--- src/rtl/fetch_sequencer.sv ---
// fetch_sequencer
// Owns the fetch PC and runs a single-outstanding request/response handshake
// with instruction memory. Branch and exception redirects move the PC, raise
// a one-cycle flush, and cause any response belonging to the old path to be
// discarded. A fetched instruction is held until the instruction FIFO
// accepts it.
//
// Ports:
//   CLK, RST                       clock, synchronous active-high reset
//   excp_valid / excp_pc           exception redirect (wins over branch)
//   branch_valid / branch_pc       branch/jalr redirect
//   imem_req_valid/_ready/_addr    request channel to instruction memory
//   imem_rsp_valid / imem_rsp_data one-cycle response from instruction memory
//   fetch_valid/_instr/_pc         registered instruction toward decode
//   instrFifo_full                 downstream back-pressure
//   flush                          one-cycle pulse the cycle after a redirect
module fetch_sequencer #(
  parameter logic [63:0] RESET_PC = 64'h0000_0000_8000_0000
) (
  input  logic        CLK,
  input  logic        RST,
  input  logic        excp_valid,
  input  logic [63:0] excp_pc,
  input  logic        branch_valid,
  input  logic [63:0] branch_pc,
  output logic        imem_req_valid,
  input  logic        imem_req_ready,
  output logic [63:0] imem_req_addr,
  input  logic        imem_rsp_valid,
  input  logic [31:0] imem_rsp_data,
  output logic        fetch_valid,
  output logic [31:0] fetch_instr,
  output logic [63:0] fetch_pc,
  input  logic        instrFifo_full,
  output logic        flush
);

  typedef enum logic [2:0] {
    S_IDLE,
    S_REQ,
    S_WAIT,
    S_HOLD,
    S_DRAIN
  } state_e;

  state_e      state_q, state_d;
  logic [63:0] pc_q, pc_d;
  logic        fetchValid_q, fetchValid_d;
  logic [31:0] fetchInstr_q, fetchInstr_d;
  logic [63:0] fetchPc_q, fetchPc_d;
  logic        flush_q, flush_d;

  logic        redir;
  logic [63:0] redirTarget;

  assign redir       = excp_valid | branch_valid;
  assign redirTarget = excp_valid ? excp_pc : branch_pc;

  // State and output registers; reset is sampled on the clock edge.
  always_ff @(posedge CLK) begin
    if (RST) begin
      state_q      <= S_IDLE;
      pc_q         <= RESET_PC;
      fetchValid_q <= 1'b0;
      fetchInstr_q <= 32'h0;
      fetchPc_q    <= 64'h0;
      flush_q      <= 1'b0;
    end else begin
      state_q      <= state_d;
      pc_q         <= pc_d;
      fetchValid_q <= fetchValid_d;
      fetchInstr_q <= fetchInstr_d;
      fetchPc_q    <= fetchPc_d;
      flush_q      <= flush_d;
    end
  end

  // Next-state logic: the normal fetch flow first, then a redirect overrides
  // both the PC and the transition so that anything fetched on the old path
  // is either dropped immediately or drained when its response arrives.
  always_comb begin
    state_d      = state_q;
    pc_d         = pc_q;
    fetchValid_d = fetchValid_q;
    fetchInstr_d = fetchInstr_q;
    fetchPc_d    = fetchPc_q;
    flush_d      = redir;

    case (state_q)
      S_IDLE: state_d = S_REQ;
      S_REQ: begin
        if (imem_req_ready) state_d = S_WAIT;
      end
      S_WAIT: begin
        if (imem_rsp_valid) begin
          fetchValid_d = 1'b1;
          fetchInstr_d = imem_rsp_data;
          fetchPc_d    = pc_q;
          pc_d         = pc_q + 64'd4;
          state_d      = S_HOLD;
        end
      end
      S_HOLD: begin
        if (fetchValid_q && !instrFifo_full) begin
          fetchValid_d = 1'b0;
          state_d      = S_REQ;
        end
      end
      S_DRAIN: begin
        if (imem_rsp_valid) state_d = S_REQ;
      end
      default: state_d = S_IDLE;
    endcase

    if (redir) begin
      pc_d         = redirTarget;
      fetchValid_d = 1'b0;
      fetchInstr_d = fetchInstr_q;
      fetchPc_d    = fetchPc_q;
      case (state_q)
        S_REQ:   state_d = imem_req_ready ? S_DRAIN : S_REQ;
        S_WAIT:  state_d = imem_rsp_valid ? S_REQ : S_DRAIN;
        S_DRAIN: state_d = imem_rsp_valid ? S_REQ : S_DRAIN;
        default: state_d = S_REQ;
      endcase
    end
  end

  assign imem_req_valid = (state_q == S_REQ);
  assign imem_req_addr  = pc_q;
  assign fetch_valid    = fetchValid_q;
  assign fetch_instr    = fetchInstr_q;
  assign fetch_pc       = fetchPc_q;
  assign flush          = flush_q;

endmodule

--- config.mk ---
export PLATFORM = sky130hd
export DESIGN_NAME = fetch_sequencer
export DESIGN_NICKNAME = d
export VERILOG_FILES = /design/src/rtl/fetch_sequencer.sv
export SDC_FILE = /design/constraint.sdc
export NUM_CORES = 1
export LEC_CHECK = 0
export CAP_MARGIN = 20
export CORE_MARGIN = 2
export CORE_UTILIZATION = 47
export DETAILED_ROUTE_END_ITERATION = 6
export HOLD_SLACK_MARGIN = 0.08
export PLACE_DENSITY = 0.86
export SLEW_MARGIN = 20
export SYNTH_ARGS = -nofsm -noshare
export SYNTH_HDL_FRONTEND = slang
export SYNTH_SLANG_ARGS = --single-unit
--- constraint.sdc ---
create_clock -name CLK -period 6.4 [get_ports CLK]
set_clock_uncertainty 0.1 [all_clocks]
set_input_delay 0.64 -clock CLK [delete_from_list [all_inputs] [get_ports CLK]]
set_output_delay 0.64 -clock CLK [all_outputs]
set_load 0.02 [all_outputs]
==> reports/qor.yml, run 1 <==
clock_network:
  insertion_delay_ns: 0.43
  numCtsBuffers: 17
  cts.repair.resized: 0
  clk_pin_slew_worst_paths_ns: 0.07
  post_cts.repair.setup_buffers: 0
  hold_buffers: 0
  clock_path_buffers: 2
  htree_levels: 4
  cts_tree: "done"
  root_buffer: "clkbuf_16"
  cts.sinks: 165
timing:
  fmax_ghz: 0.275
  period_share_pct: 56.9
  period_minus_slack_ns: 3.64
  hold_viol_final: 0
  relSlewSlack_pct: 22.0
  setup_ws_ns: 2.76
  slew_violations: 0
  rsz0062_at_grt: "no"
  setup_viol: 0
  worstMarginPinSlew_ns: 1.17
  finalSetupTns_ns: 0
  hold_slack_ns: 0.354
drt:
  ant_nets: 0
  firstDrtPassIters: 7
  drtIter0Drc: 1033
  num_vias: 9657
  wl_per_cell_microns: 19.8
  drt-total-wl_mm: 31.5
  route.detailed.drc: 0
  avgViaCountPerCell: 6.08
run_status:
  status: "finished clean"
worst_hold_path:
  hold_depth: 2
  holdPathEnd: "fetch_instr[16]"
  holdCritPathClass: "reg -> reg"
  hp-start: "fetch_instr[16]"
critical_path:
  crit-reg2reg-launch: "imem_req_addr[3]"
  arrival_ns: 3.85
  cp.required_ns: 6.61
  crit_path_top_delay_cell: "or4_2"
  worstPathCellList: "ha_1 -> nand3_1 -> nor4_1 -> nand4_1 -> or4_2 -> mux2i_1 -> a21oi_1"
  critical_path.max_fanout: 16
  cp_top_family: "simple AND/OR/NAND/NOR gates"
  r2r_end: "imem_req_addr[46]"
  reg2reg_depth: 7
  max_stage_delay_ns: 0.78
  worstSetupStartpointType: "flip-flop"
  setup.worst_path.end_class: "flip-flop"
  critPathLaunch: "imem_req_addr[3]"
  crit_buf_inv: 0
  worstSetupPathType: "reg -> reg"
  ff2ff_setup_slack_ns: 2.76
placement:
  placedInstanceArea_sq_um: 11400
  place_ws_ns: 2.48
  portBuffers: 329
  finalWeightedCongestion: 0.928
  dp.final_hpwl_mm: 22.0
synthesis:
  avgSynthCellArea_sq_um: 7.53
  ys_warn_count: 0
  synth_fp_nets: 1243
  synthAdderAreaFrac_pct: 0.155
  muxShareOfSynthArea_pct: 1.36
  syn_area_sq_um: 8090
  synth_edf_count: 0
  synth_xor_area_share_pct: 1.30
  synth_top_family_by_area: "simple AND/OR/NAND/NOR gates"
  synthArstFlopShare_pct: 0
  yosysTopAreaCellShare_pct: 40.8
  yosys.area_share.simple_pct: 27.1
  synth_seq_area_share_pct: 40.8
  synth_ff_type: "dfxtp_1"
  synthTopCellsByCount: "nand2_1 (251), dfxtp_1 (165), a21oi_1 (148)"
  synthCells: 1075
  synth_compound_area_share_pct: 24.1
  yosysMostFrequentCell: "nand2_1"
  synth-seq-cells: 165
  ys_types: 69
  ys_top_cells_by_area: "dfxtp_1 (41%), nand2_1 (12%), a21oi_1 (9.2%), a22oi_1 (3.3%), clkbuf_1 (3.2%)"
  synth_top_area_cell: "dfxtp_1"
power_and_ir_drop:
  static-leakage-power_nw: 3.85
  power_density_nw_per_um2: 207
  power_mw: 2.48
  peakVddDrop_mv: 0.186
final_layout:
  final_area_sq_um: 12000
  syn2layout_area_growth_pct: 48.4
  final_nets: 1519
  seqCellArea_sq_um: 3300
  drive_gt1_share_pct: 4.91
  nFillCells: 1402
  multi_input_area_sq_um: 4430
floorplanning:
  die_area_sq_um: 18300
  die_y_microns: 135
  rows: 47
  die_x_microns: 135
  coreArea_sq_um: 16700
  start_util_pct: 48.5
  pin_count: 330
global_routing:
  antenna_found_initial: 4
  grt_pass1_vias: 9085
  grt_pass1_wl_mm: 47.8
  gr-total-overflow: 0
  grt_max_degree: 97
  track_usage_pct: 33.2
run:
  maxCapViolCount: 0
==> routing by layer <==
layer	wire (microns)	track usage, %	vias up
met2	15100	55.7	606
met3	3390	8.34	81
li1	-	-	4446
met4	980	13.6	0
met1	12000	40.7	4524
met5	0	0	-
==> cell usage in the layout (no fill, tap or decap), types with 8 or more instances in the layout <==
cell type / netlist / routed
nor4_1: 23 / 22
a21oi_1: 148 / 148
nand4_1: 27 / 27
mux2i_1: 11 / 11
o22ai_1: 12 / 12
nor2_1: 58 / 54
inv_1: 10 / 10
clkbuf_16: 0 / 17
nand3_1: 35 / 35
clkdlybuf4s50_1: 0 / 327
and3_1: 9 / 9
nand2_1: 251 / 250
dfxtp_1: 165 / 165
a22oi_1: 36 / 36
xnor2_1: 8 / 8
nor3_1: 32 / 32
buf_4: 3 / 12
o21ai_0: 50 / 50
a211oi_1: 21 / 21
==> through the flow <==
step           utilization (%)  instances
2_1_floorplan                -       1075
3_3_place_gp              68.3       1552
3_5_place_dp              68.3       1552
4_1_cts                   71.8       1584
5_1_grt                   71.9       1587
6_report                  71.9       1588
==> registers in the layout, indices dropped and copies added, names as in the netlist <==
register and cells:
fetch_instr 32, imem_req_addr 64, fetch_pc 64, flush 1
state_q 3, fetch_valid 1
==> final cells by class <==
type,instances,share of cell area (%)
inverters,10,0.313
flip-flops and latches,165,27.5
well taps,220,2.29
clock buffers,17,3.54
repair buffers,340,28.1
diodes,4,0.0834
multi-input cells,817,36.9
clock inverters,15,1.30
==> worst min-delay path, cell delays in order (launching register included) <==
cell and delay, ns:
dfxtp_1 0.31, nand2_1 0.05, a21oi_1 0.05
==> worst max path at each step <==
stage	end	slack, ns	cells after the start
6_report	imem_req_addr[46]	2.76	7
2_1_floorplan	imem_req_addr[60]	3.78	7
3_5_place_dp	fetch_instr[6]	2.48	8
3_3_place_gp	imem_req_addr[41]	2.51	5
5_1_grt	imem_req_addr[46]	2.61	7
4_1_cts	imem_req_addr[46]	2.79	7
==> kinds of logic after synthesis <==
group	count (synthesis)
muxes	11
xor gates and xnor gates	12
adders and majority gates	1
DFF	165
buffers and inverters	93
and+or+nand+nor	474
AOI/OAI and AO/OA	319
==> power by group <==
| part | switching, mW | internal [mW] | leakage, nW |
|---|---|---|---|
| Combinational | 0.164 | 0.189 | 2.23 |
| Sequential | 0.0603 | 1.05 | 1.34 |
| Clock | 0.497 | 0.521 | 0.273 |
Note: power is estimated with default switching activity, not from simulation.
==> inputs of run 2 (changes only) <==
Settings changed: CORE_UTILIZATION 47 to 39, PLACE_DENSITY 0.86 to 0.77.
Clock period 6.4 ns to 3.3 ns, I/O delays scaled along.
==> reports/qor.yml, run 2 (synthesis results as in run 1) <==
run_status:
  status: "finished clean"
final_layout:
  final_common_cell: "clkdlybuf4s50_1"
  syn2layout_area_growth_pct: 52.7
  mostFrequentLayoutCells: "clkdlybuf4s50_1 (327), nand2_1 (250), dfxtp_1 (165)"
  utilization_pct: 60.9
  final_nets: 1551
  drive_gt1_share_pct: 7.02
  instances_no_fill: 1667
drt:
  num_vias: 9545
  wl_per_cell_microns: 19.6
  ant_nets: 0
  route.detailed.drc: 0
  drt-total-wl_mm: 32.7
  avgViaCountPerCell: 5.73
  drtIter0Drc: 1009
  firstDrtPassIters: 7
clock_network:
  insertion_delay_ns: 0.44
  root_buffer: "clkbuf_16"
  cts.repair.resized: 0
  clock_path_buffers: 2
  cts_tree: "done"
  numCtsBuffers: 17
  hold_buffers: 0
  clk_pin_slew_worst_paths_ns: 0.08
  cts.sinks: 165
  post_cts.repair.setup_buffers: 0
  htree_levels: 4
placement:
  portBuffers: 329
  finalWeightedCongestion: 0.952
  dpl.cell_count: 1634
  dp.final_hpwl_mm: 23.5
power_and_ir_drop:
  power_density_nw_per_um2: 401
  static-leakage-power_nw: 4.04
  peakVddDrop_mv: 0.359
  power_mw: 4.96
floorplanning:
  start_util_pct: 39.9
  die_area_sq_um: 21900
  die_y_microns: 148
  die_x_microns: 148
  coreArea_sq_um: 20300
  pin_count: 330
  rows: 52
global_routing:
  grt_max_degree: 67
  grt_pass1_vias: 8850
  grt_pass1_wl_mm: 49.5
  antenna_found_initial: 1
  track_usage_pct: 28.9
  gr-total-overflow: 0
worst_hold_path:
  hp-start: "imem_rsp_data[10]"
  holdPathEnd: "fetch_instr[10]"
  hold_depth: 3
  holdCritPathClass: "in -> reg"
critical_path:
  critical_path.max_fanout: 8
  reg2reg_depth: 8
  worstSetupStartpointType: "flip-flop"
  worstSetupPathType: "reg -> reg"
  crit_path_top_delay_cell: "or4_1"
  ff2ff_setup_slack_ns: 0.41
  r2r_end: "imem_req_addr[38]"
  arrival_ns: 3.15
  max_stage_delay_ns: 0.58
  worstPathCellList: "ha_1 -> nand3_1 -> buf_4 -> or4_1 -> nor4_1 -> nand4_1 -> xor2_1 -> o21ai_0"
  setup.worst_path.end_class: "flip-flop"
  crit-reg2reg-launch: "imem_req_addr[2]"
  cp.required_ns: 3.56
run:
  maxCapViolCount: 0
timing:
  fmax_ghz: 0.346
  period_minus_slack_ns: 2.89
  hold_viol_final: 0
  hold_slack_ns: 0.327
  slew_violations: 0
  relSlewSlack_pct: 24.8
  finalSetupTns_ns: 0
  period_share_pct: 87.7
  setup_viol: 0
  rsz0062_at_grt: "no"
  worstMarginPinSlew_ns: 1.12
## run 2: metrics by stage
stage / area, sq um / setup slack (ns)
after CTS: 12400 / 0.479
final: 12400 / 0.407
after global routing: 12400 / 0.236
after floorplan: 8090 / 0.684
after global placement: 11700 / 0.574
after detailed placement: 11700 / 0.520
## run 2: routing by layer
metal	share of wire (%)	GRT usage [%]	vias up
met5	0	0	-
met4	2.7	9.81	0
met3	9.6	7.15	63
met2	47	47.7	512
met1	41	36.9	4469
li1	-	-	4501
## run 2: worst max-delay path by stage
stage | startpoint | to | slack [ns] | cells past startpoint
final | imem_req_addr[2] | imem_req_addr[38] | 0.41 | 8
after global routing | imem_req_addr[2] | imem_req_addr[38] | 0.24 | 8
after CTS | imem_req_addr[6] | imem_req_addr[46] | 0.48 | 8
after detailed placement | imem_req_addr[2] | imem_req_addr[38] | 0.52 | 8
after global placement | imem_req_addr[2] | imem_req_addr[38] | 0.57 | 8
after floorplan | imem_req_addr[2] | imem_req_addr[60] | 0.68 | 7
## run 2: area by class of cell
class	count	area (sq um)
clock buffers	17	425
diodes	1	2.50
fillers	1864	7940
inverters	10	37.5
flip-flops and latches	165	3300
repair buffers	372	3620
well taps	270	338
clock inverters	15	201
multi-input cells	817	4430
## run 2: critical path: cells and delay by family, from the launching register on
kind                     cells  cell delay [ns]
adder cells (fa/ha/maj)      1             0.25
AND/OR/NAND/NOR              4             1.46
flip-flops                   1             0.46
buffers and inverters        1             0.20
AO/OA/AOI/OAI                1             0.15
XOR/XNOR                     1             0.19
## run 2: report_power, final
group | total (mW) | leakage [nW] | internal [mW] | switching [mW]
Combinational | 0.735 | 2.40 | 0.381 | 0.354
Sequential | 2.14 | 1.34 | 2.04 | 0.0974
Clock | 2.09 | 0.302 | 1.05 | 1.04
Total | 4.96 | 4.04 | 3.47 | 1.49
